==> config.mk <==
export PLATFORM = sky130hd
export DESIGN_NAME = pipe_pal_packer
export DESIGN_NICKNAME = d
export VERILOG_FILES = /design/src/rtl/pipe_pal_packer.sv
export SDC_FILE = /design/constraint.sdc
export NUM_CORES = 1
export LEC_CHECK = 0
export ABC_CLOCK_PERIOD_IN_PS = 2140
export CAP_MARGIN = 20
export CELL_PAD_IN_SITES_DETAIL_PLACEMENT = 1
export CELL_PAD_IN_SITES_GLOBAL_PLACEMENT = 1
export CORE_UTILIZATION = 42
export CTS_CLUSTER_DIAMETER = 60
export CTS_CLUSTER_SIZE = 40
export DETAILED_ROUTE_END_ITERATION = 8
export GPL_TIMING_DRIVEN = 0
export PLACE_DENSITY_LB_ADDON = 0.1
export SLEW_MARGIN = 10
export SYNTH_ARGS = -nofsm -noshare
export SYNTH_HDL_FRONTEND = slang
export SYNTH_SLANG_ARGS = --single-unit
==> constraint.sdc <==
create_clock -name i_clk -period 2.14 [get_ports i_clk]
set_clock_uncertainty 0.05 [all_clocks]
set_input_delay 0.428 -clock i_clk [delete_from_list [all_inputs] [get_ports i_clk]]
set_output_delay 0.428 -clock i_clk [all_outputs]
set_load 0.05 [all_outputs]
==> src/rtl/pipe_pal_packer.sv <==
// Narrow-to-wide beat packer feeding pipe_pal: W_IN-bit beats become little-endian W_DATA-bit words.
// Optional per-lane odd parity on the output word when PIPE_PACKER_PARITY_EN is defined.
module pipe_pal_packer #(
    parameter int W_DATA = 32,
    parameter int W_IN   = 8
) (
    input  logic                      i_clk,
    input  logic                      resetn,
    input  logic                      s_valid,
    output logic                      s_ready,
    input  logic [W_IN-1:0]           s_data,
    input  logic                      s_last,
    output logic                      m_valid,
    input  logic                      m_ready,
    output logic [W_DATA-1:0]         m_data,
    output logic [W_DATA/W_IN-1:0]    m_keep,
    output logic                      m_last,
    output logic [W_DATA/W_IN-1:0]    m_par
);

    localparam int N_LANES = W_DATA / W_IN;
    localparam int W_CNT   = (N_LANES > 1) ? $clog2(N_LANES) : 1;
    localparam logic [W_CNT-1:0] CNT_LAST = W_CNT'(N_LANES - 1);

    logic [W_CNT-1:0]   r_cnt;
    logic [W_DATA-1:0]  r_asm_data;
    logic [N_LANES-1:0] r_asm_keep;
    logic               r_m_valid;
    logic [W_DATA-1:0]  r_m_data;
    logic [N_LANES-1:0] r_m_keep;
    logic               r_m_last;

    logic               w_accept;
    logic               w_complete;
    logic               w_m_hs;
    logic [W_DATA-1:0]  w_merge_data;
    logic [N_LANES-1:0] w_merge_keep;

    // Back-pressure only depends on the output slot, never on s_valid.
    assign s_ready    = !r_m_valid || m_ready;
    assign w_accept   = s_valid && s_ready;
    assign w_complete = w_accept && ((r_cnt == CNT_LAST) || s_last);
    assign w_m_hs     = r_m_valid && m_ready;

    // Assembly word with the current beat dropped into lane r_cnt.
    always_comb begin
        w_merge_data = r_asm_data;
        w_merge_keep = r_asm_keep;
        for (int k = 0; k < N_LANES; k++) begin
            if (r_cnt == W_CNT'(k)) begin
                w_merge_data[k*W_IN +: W_IN] = s_data;
                w_merge_keep[k]              = 1'b1;
            end else begin
                w_merge_data[k*W_IN +: W_IN] = r_asm_data[k*W_IN +: W_IN];
                w_merge_keep[k]              = r_asm_keep[k];
            end
        end
    end

    // Lane counter and assembly register; a completing beat empties the assembly.
    always_ff @(posedge i_clk or negedge resetn) begin
        if (!resetn) begin
            r_cnt      <= '0;
            r_asm_data <= '0;
            r_asm_keep <= '0;
        end else if (w_complete) begin
            r_cnt      <= '0;
            r_asm_data <= '0;
            r_asm_keep <= '0;
        end else if (w_accept) begin
            r_cnt      <= r_cnt + W_CNT'(1);
            r_asm_data <= w_merge_data;
            r_asm_keep <= w_merge_keep;
        end else begin
            r_cnt      <= r_cnt;
            r_asm_data <= r_asm_data;
            r_asm_keep <= r_asm_keep;
        end
    end

    // Output slot: a new word wins over a concurrent handshake so there is no bubble.
    always_ff @(posedge i_clk or negedge resetn) begin
        if (!resetn) begin
            r_m_valid <= 1'b0;
            r_m_data  <= '0;
            r_m_keep  <= '0;
            r_m_last  <= 1'b0;
        end else if (w_complete) begin
            r_m_valid <= 1'b1;
            r_m_data  <= w_merge_data;
            r_m_keep  <= w_merge_keep;
            r_m_last  <= s_last;
        end else if (w_m_hs) begin
            r_m_valid <= 1'b0;
            r_m_data  <= r_m_data;
            r_m_keep  <= r_m_keep;
            r_m_last  <= r_m_last;
        end else begin
            r_m_valid <= r_m_valid;
            r_m_data  <= r_m_data;
            r_m_keep  <= r_m_keep;
            r_m_last  <= r_m_last;
        end
    end

    assign m_valid = r_m_valid;
    assign m_data  = r_m_data;
    assign m_keep  = r_m_keep;
    assign m_last  = r_m_last;

`ifdef PIPE_PACKER_PARITY_EN
    logic [N_LANES-1:0] r_m_par;

    function automatic logic [N_LANES-1:0] lane_odd_parity(
        input logic [W_DATA-1:0]  data,
        input logic [N_LANES-1:0] keep
    );
        logic [N_LANES-1:0] p;
        p = '0;
        for (int k = 0; k < N_LANES; k++) begin
            if (keep[k]) begin
                p[k] = ~^data[k*W_IN +: W_IN];
            end else begin
                p[k] = 1'b0;
            end
        end
        return p;
    endfunction

    // Parity loads on the same edge as the word it protects.
    always_ff @(posedge i_clk or negedge resetn) begin
        if (!resetn) begin
            r_m_par <= '0;
        end else if (w_complete) begin
            r_m_par <= lane_odd_parity(w_merge_data, w_merge_keep);
        end else begin
            r_m_par <= r_m_par;
        end
    end

    assign m_par = r_m_par;
`else
    assign m_par = '0;
`endif

endmodule
* After elaboration in Yosys (flattened, before gate mapping)
Cells that the tools add are included.
Storage, ports and cells: flip-flop bits (word level) 76, bits in latches 0, memory bits (writable) 0, bits in read-only memories 0, input port bits 13, output and inout bits 43, word-level logic and storage cells 36, memories 0
Operators by class: add/sub/neg operators 1, multiply operators 0, divide/modulo/power cells 0, magnitude comparators 0, eq/ne operators 3, shift operators 0, muxes and demuxes 16, bitwise gates (word level) 0, reductions and logical operators 9
Operators by type and width (number):
- 32-bit 2-to-1 mux | 2
- 8-bit 2-to-1 mux | 4
- 4-bit 2-to-1 mux | 2
- 1-bit 2-to-1 mux | 6
- 2-bit equality test, second input constant | 2
- 2-bit 2-to-1 mux | 2
- 2-bit nonzero test | 2
- 1-bit logical AND | 3
- 2-bit by 1-bit adder with 2-bit output, second input constant | 1
- 2-bit by 1-bit equality test with 1-bit output, second input constant | 1
- 2-bit logical NOT | 1
- 1-bit logical OR | 2
- 1-bit logical NOT | 1

* Logic depth before layout (Yosys ltp)
Gate-level depths: netlist of the first run.
depth after elaboration 5, gate-level depth with buffers 7, mapped depth without buffers 4

* Least setup slack after synthesis of the first run
No wires, ideal clock.
path kind register to output, start register r_m_valid, in the netlist m_valid, end output s_ready, data arrival time 1.309 ns, required time 1.662 ns, path slack 0.353 ns, cell stages (with the launch flop) 4, buffers on the path 2, path through dfrtp_1 nand2b_1 buf_4 buf_2
Between the ends: cells in the longest elaborated chain, start to end 2
RTL lines:
- start, declared | line 28 | logic r_m_valid;
- start signal, assigned | line 99 | r_m_valid <= r_m_valid;
- 1-bit logical NOT | line 40 | assign s_ready = !r_m_valid || m_ready;
- 1-bit logical OR | line 40
- end, declared | line 10 | output logic s_ready,
No other way between the ends.

* Worst setup path after layout of the first run
start input m_ready, end output s_ready
Between the ends: cells in the longest elaborated chain, start to end 1
RTL lines:
- start, declared | line 14 | input logic m_ready,
- 1-bit logical OR | line 40
No other way between the ends.

==> flow_summary_export.csv, run 1 <==
group,metric,value,unit
status,status,"finished clean",
detailed_routing,drt-vias-per-instance,5.600,
global_route,grt_max_degree,65,
yosys,synth_seq_area_share,55.82,%
yosys,yosysUniqueCellTypes,27,
global_route,grt_use_met3,5.307,%
setup_path,cp_cell_sequence,"clkdlybuf4s50_1, nand2b_2, buf_4, buf_4",
sta,finalCriticalPeriod,2.070,ns
layout,area_growth,27.73,%
cts,clkLatencyLatePin,0.35,ns
setup_path,crit_path_start_kind,"primary input",
floorplanning,ios,56,
sta,fin_crit_sh,96.71,%
sta,slew_headroom,50.25,%
yosys,ys_ff_latch,76,
layout,nets,363,
setup_path,critPathCaptureType,"primary output",
floorplanning,dieHeight,92.07,um
setup_path,crit_path_max_fanout,19,
layout,mostFrequentLayoutCells,"dfrtp_1 (76), clkdlybuf4s50_1 (49), a31oi_1 (38), mux2i_1 (33), a22o_1 (25)",
global_route,grt_pass1_vias,2684,
global_route,grt-ovfl-total,0,
cts,cts_max_level,3,
global_route,antenna_found_initial,0,
yosys,synth.cell_area,3407,um2
yosys,synth_top_area_share,55.82,%
floorplanning,fp.dieArea,8476,um2
global_route,use_met1,29.14,%
yosys,synth_area_leaders,"dfrtp_1 (56%), mux2i_1 (9.7%), a31oi_1 (7.0%)",
layout,drive_gt1_share,18.23,%
min_path,hold_class,"in2async",
cts,cts_tree,"built",
layout,final_common_cell,"dfrtp_1",
detailed_routing,firstDrtPassIters,4,
setup_path,critPathLaunch,"m_ready",
detailed_routing,routed_wl,8964,um
sta,clock.fmax,483.2,MHz
yosys,syn_avg_cell_area,12.17,um2
global_route,grt.met2_usage,38.62,%
setup_path,cp_common_cell,"buf_4",
place,port_buffers,51,
cts,cts_sinks,76,
cts,clock_path_buffers,2,
sta,rsz0062_at_grt,"no",
detailed_routing,drtIter0Drc,88,
global_route,grt_usage,22.84,%
floorplanning,initial_utilization,43.86,%
flow_run,drv_cap,0,
sta,setup_viol,0,
power,vdd_drop_max,636.2,uV
place,hpwl,5919,um
detailed_routing,antenna_left,0,
setup_path,cp.arrival,1.59,ns
setup_path,cp_slowest_cell,"clkdlybuf4s50_1",
setup_path,slowest_delay,0.45,ns
sta,tns,0,ns
detailed_routing,vias,2537,
floorplanning,rows,32,
global_route,grt_pass1_wl,14540,um
layout,utilization,56.02,%
power,leakage,1.878,nW
sta,hold_violations,0,
yosys,netlist_instances,280,
detailed_routing,wire_per_inst,19.79,um
place,place.gp.congestion,0.7904,
setup_path,rr_startpoint,"r_cnt[0]$_DFFE_PN0P_",
setup_path,crit_type,"in2out",
yosys,yosysTopAreaCell,"dfrtp_1",
setup_path,required,1.66,ns
cts,numCtsBuffers,9,
floorplanning,coreArea,7767,um2
cts,clk_pin_slew_worst_paths,0.08,ns
detailed_routing,drc,0,
global_route,top_usage_layer,"met2",
sta,worstMarginPinSlew,0.7462,ns
floorplanning,chipWidth,92.07,um
layout,n_antenna_cell,0,
power,p_per_area,1252,nW/um2
yosys,yosys_warnings,0,
cts,cts_root_buffer,"clkbuf_8",
sta,maxSlewViolCount,0,
layout,fillerInstances,832,
-- cells in the mapped netlist, drive strengths merged --
library cell	instances
a211oi	1
a21oi	36
a22o	25
a31oi	38
and2	10
and3	1
and4	3
buf	24
clkbuf	7
conb	1
dfrtp	76
ha	4
inv	2
mux2i	33
nand2	1
nand2b	1
nand3	2
nand4	1
nor2	8
nor3b	1
o211ai	3
o21ai	1
or2	1
-- per-layer routing --
layer	vias to the layer above	share of wire (%)
met5	-	0
met4	0	1.4
met3	14	3.4
met2	53	50
met1	1303	45
li1	1167	-
-- where the power goes --
group / leakage [nW] / internal [W] / switching [W]
logic: 0.789 / 0.000730 / 0.00135
registers: 0.958 / 0.00173 / 0.000174
clock network: 0.131 / 0.000926 / 0.000530
total: 1.88 / 0.00339 / 0.00206
-- cell families after synthesis --
kind of cell / after synthesis / synth area share, %
mux: 33 / 9.695
other cells: 1 / 0.1101
buf+inv: 33 / 5.545
flops: 76 / 55.82
simple gates: 29 / 4.995
fa+ha+maj: 4 / 1.469
compound gates: 104 / 22.37
-- flip-flops by register name (all words and copies together) (netlist names) --
signal      flops
m_last          1
m_keep          4
m_data         32
m_valid         1
r_asm_data     32
r_asm_keep      4
r_cnt           2
-- layout make-up --
type	instances	area, um2	share of cell area, %
sequential	76	1902	43.70
clock buffer	12	145.1	3.335
buffer	30	176.4	4.054
tap	102	127.6	2.933
timing repair buffer	53	543.0	12.48
inverter	2	7.507	0.1725
clock inverter	4	120.1	2.760
multi-input combinational	174	1330	30.56
-- worst paths after layout --
kind	end	slack [ns]	depth (start not counted)
max	s_ready	0.07	4
min	m_data[10]$_DFFE_PN0P_	0.41	2
max reg2reg	m_data[23]$_DFFE_PN0P_	0.20	5
min reg2reg	r_asm_data[28]$_DFFE_PN0P_	0.44	1
max in group asynchronous	m_data[16]$_DFFE_PN0P_	1.06	3
min in group i_clk	r_asm_data[28]$_DFFE_PN0P_	0.44	1
-- through the flow --
step	hold slack [ns]	power, W	instances	instance area (um2)	setup slack [ns]
after detailed placement	0.2423	0.004020	437	4081	-0.8324
final	0.4108	0.005448	453	4352	0.07049
after global routing	0.4045	0.005676	453	4352	0.01747
after floorplan	0.08241	0.003332	283	3418	0.3533
after CTS	0.4069	0.005488	453	4352	0.06275
after global placement	0.4183	0.003975	436	4056	-2.120
-- timing repair --
item | 4_1_cts | 5_1_grt
gates resized for setup | 7 | 0
setup buffers | 0 | 0
endpoints found under the setup margin | 1 | 0
hold endpoints to repair | 12 | 0
hold buffers | 1 | 0
-- critical path, delay by kind of cell --
kind                   cells  cell delay [ns]
and+or+nand+nor            1             0.20
buffers and inverters      3             0.96
(Power assumes the default switching activity.)
==> inputs of run 2 (changes only) <==
ABC_CLOCK_PERIOD_IN_PS = 2600   (was 2140)
CORE_UTILIZATION = 46   (was 42)
clock period = 2.6 ns   (was 2.14 ns; I/O delays follow)
==> flow_summary_export.csv, run 2 (synthesis gave the netlist of run 1 again) <==
group,metric,value,unit
status,status,"finished clean",
floorplanning,chipWidth,88.06,um
layout,fillerInstances,777,
sta,setup_viol,0,
sta,slew_headroom,51.56,%
floorplanning,coreArea,7214,um2
place,place_ws,-0.5347,ns
power,p_per_area,991.5,nW/um2
flow_run,drv_cap,0,
cts,clk_pin_slew_worst_paths,0.07,ns
sta,fin_crit_sh,94.70,%
min_path,holdPathStages,1,
cts,clkLatencyLatePin,0.34,ns
detailed_routing,drc,0,
global_route,grt_pass1_wl,14060,um
setup_path,critPathLaunch,"m_ready",
detailed_routing,drtIter0Drc,116,
cts,cts_sinks,76,
setup_path,reg2reg_depth,7,
setup_path,ff2ff_setup_slack,0.69,ns
global_route,grt-ovfl-total,0,
layout,mostFrequentLayoutCells,"dfrtp_1 (76), clkdlybuf4s50_1 (49), a31oi_1 (38), mux2i_1 (33), a22o_1 (25)",
global_route,grt_max_degree,65,
setup_path,crit_path_max_fanout,10,
layout,nets,364,
setup_path,r2r_end,"m_data[25]$_DFFE_PN0P_",
min_path,min-delay-start,"r_asm_data[30]$_DFFE_PN0P_",
global_route,grt_usage,24.53,%
sta,hold_violations,0,
power,vdd_drop_max,537.0,uV
layout,utilization,59.68,%
cts,clock_path_buffers,2,
layout,area_growth,26.37,%
detailed_routing,wire_per_inst,19.45,um
detailed_routing,antenna_left,0,
floorplanning,rows,31,
setup_path,crit_type,"in2out",
setup_path,crit_path_start_kind,"primary input",
floorplanning,initial_utilization,47.23,%
place,hpwl,5825,um
layout,final_common_cell,"dfrtp_1",
floorplanning,dieHeight,88.06,um
layout,regArea,1902,um2
layout,fin_cells,451,
place,place.gp.congestion,0.8421,
setup_path,required,2.03,ns
cts,numCtsBuffers,9,
min_path,hold_class,"reg2reg",
detailed_routing,vias,2544,
sta,worstMarginPinSlew,0.7266,ns
setup_path,rr_startpoint,"r_cnt[0]$_DFFE_PN0P_",
layout,drive_gt1_share,18.47,%
cts,cts_max_level,3,
detailed_routing,routed_wl,8772,um
detailed_routing,drt-vias-per-instance,5.641,
place,post-place-cells,434,
min_path,hold_end,"r_asm_data[30]$_DFFE_PN0P_",
cts,cts_root_buffer,"clkbuf_8",
detailed_routing,firstDrtPassIters,4,
cts,cts_tree,"built",
floorplanning,ios,56,
global_route,grt_pass1_vias,2569,
setup_path,critPathCaptureType,"primary output",
layout,n_antenna_cell,0,
power,leakage,1.856,nW
sta,maxSlewViolCount,0,
sta,finalCriticalPeriod,2.462,ns
power,total_power,0.004269,W
layout,multi_input_area,1330,um2
sta,rsz0062_at_grt,"no",
floorplanning,fp.dieArea,7755,um2
global_route,antenna_found_initial,0,
cts,cts_setup_buffers,0,
place,port_buffers,51,
setup_path,cp.arrival,1.89,ns
sta,clock.fmax,406.1,MHz
sta,worst_slack,0.1378,ns
-- run 2: timing repair --
| item | 4_1_cts | 5_1_grt |
|---|---|---|
| hold buffers | 1 | 0 |
| setup endpoints to repair | 1 | 1 |
| gates resized for setup | 5 | 2 |
| endpoints found under the hold margin | 12 | 0 |
-- run 2: per-layer routing --
layer | global-route usage, % | part of all wire (%)
met1 | 33.74 | 45
met2 | 40.73 | 50
met3 | 3.393 | 3.4
met4 | 7.038 | 1.1
met5 | 0 | 0
-- run 2: metrics by stage --
step                area [um2]  setup TNS, ns  hold WS (ns)
CTS                       4300              0        0.4424
floorplan                 3418              0        0.1744
finish                    4305              0        0.4366
global route              4305              0        0.4492
global placement          4053        -132.42        0.4178
detailed placement        4078        -0.5347        0.3351
-- run 2: power by group --
group          internal, W  switching [W]  total [W]
logic             0.000601        0.00111    0.00171
clock network     0.000566       0.000420   0.000986
registers          0.00143       0.000142    0.00157
-- run 2: critical path, cell delays in order --
cell	delay, ns
clkdlybuf4s50_1	0.44
nand2b_2	0.18
buf_4	0.20
buf_2	0.26
clkbuf_4	0.28
-- run 2: area by class of cell --
cell class              instances  share of cell area, %
multi-input cells             174                  30.89
well taps                      99                  2.877
clock buffers                  12                  3.371
flip-flops and latches         76                  44.17
clock inverters                 4                  1.686
plain buffers                  31                  4.214
inverters                       2                 0.1744
repair buffers                 53                  12.61
-- run 2: how the worst max path moves through the flow --
| stage | to | slack, ns | cells past startpoint |
|---|---|---|---|
| 2_1_floorplan | s_ready | 0.72 | 3 |
| 3_3_place_gp | m_data[21]$_DFFE_PN0P_ | -1.74 | 1 |
| 3_5_place_dp | s_ready | -0.53 | 5 |
| 4_1_cts | s_ready | 0.006 | 5 |
| 5_1_grt | s_ready | 0.07 | 5 |
| 6_report | s_ready | 0.14 | 5 |
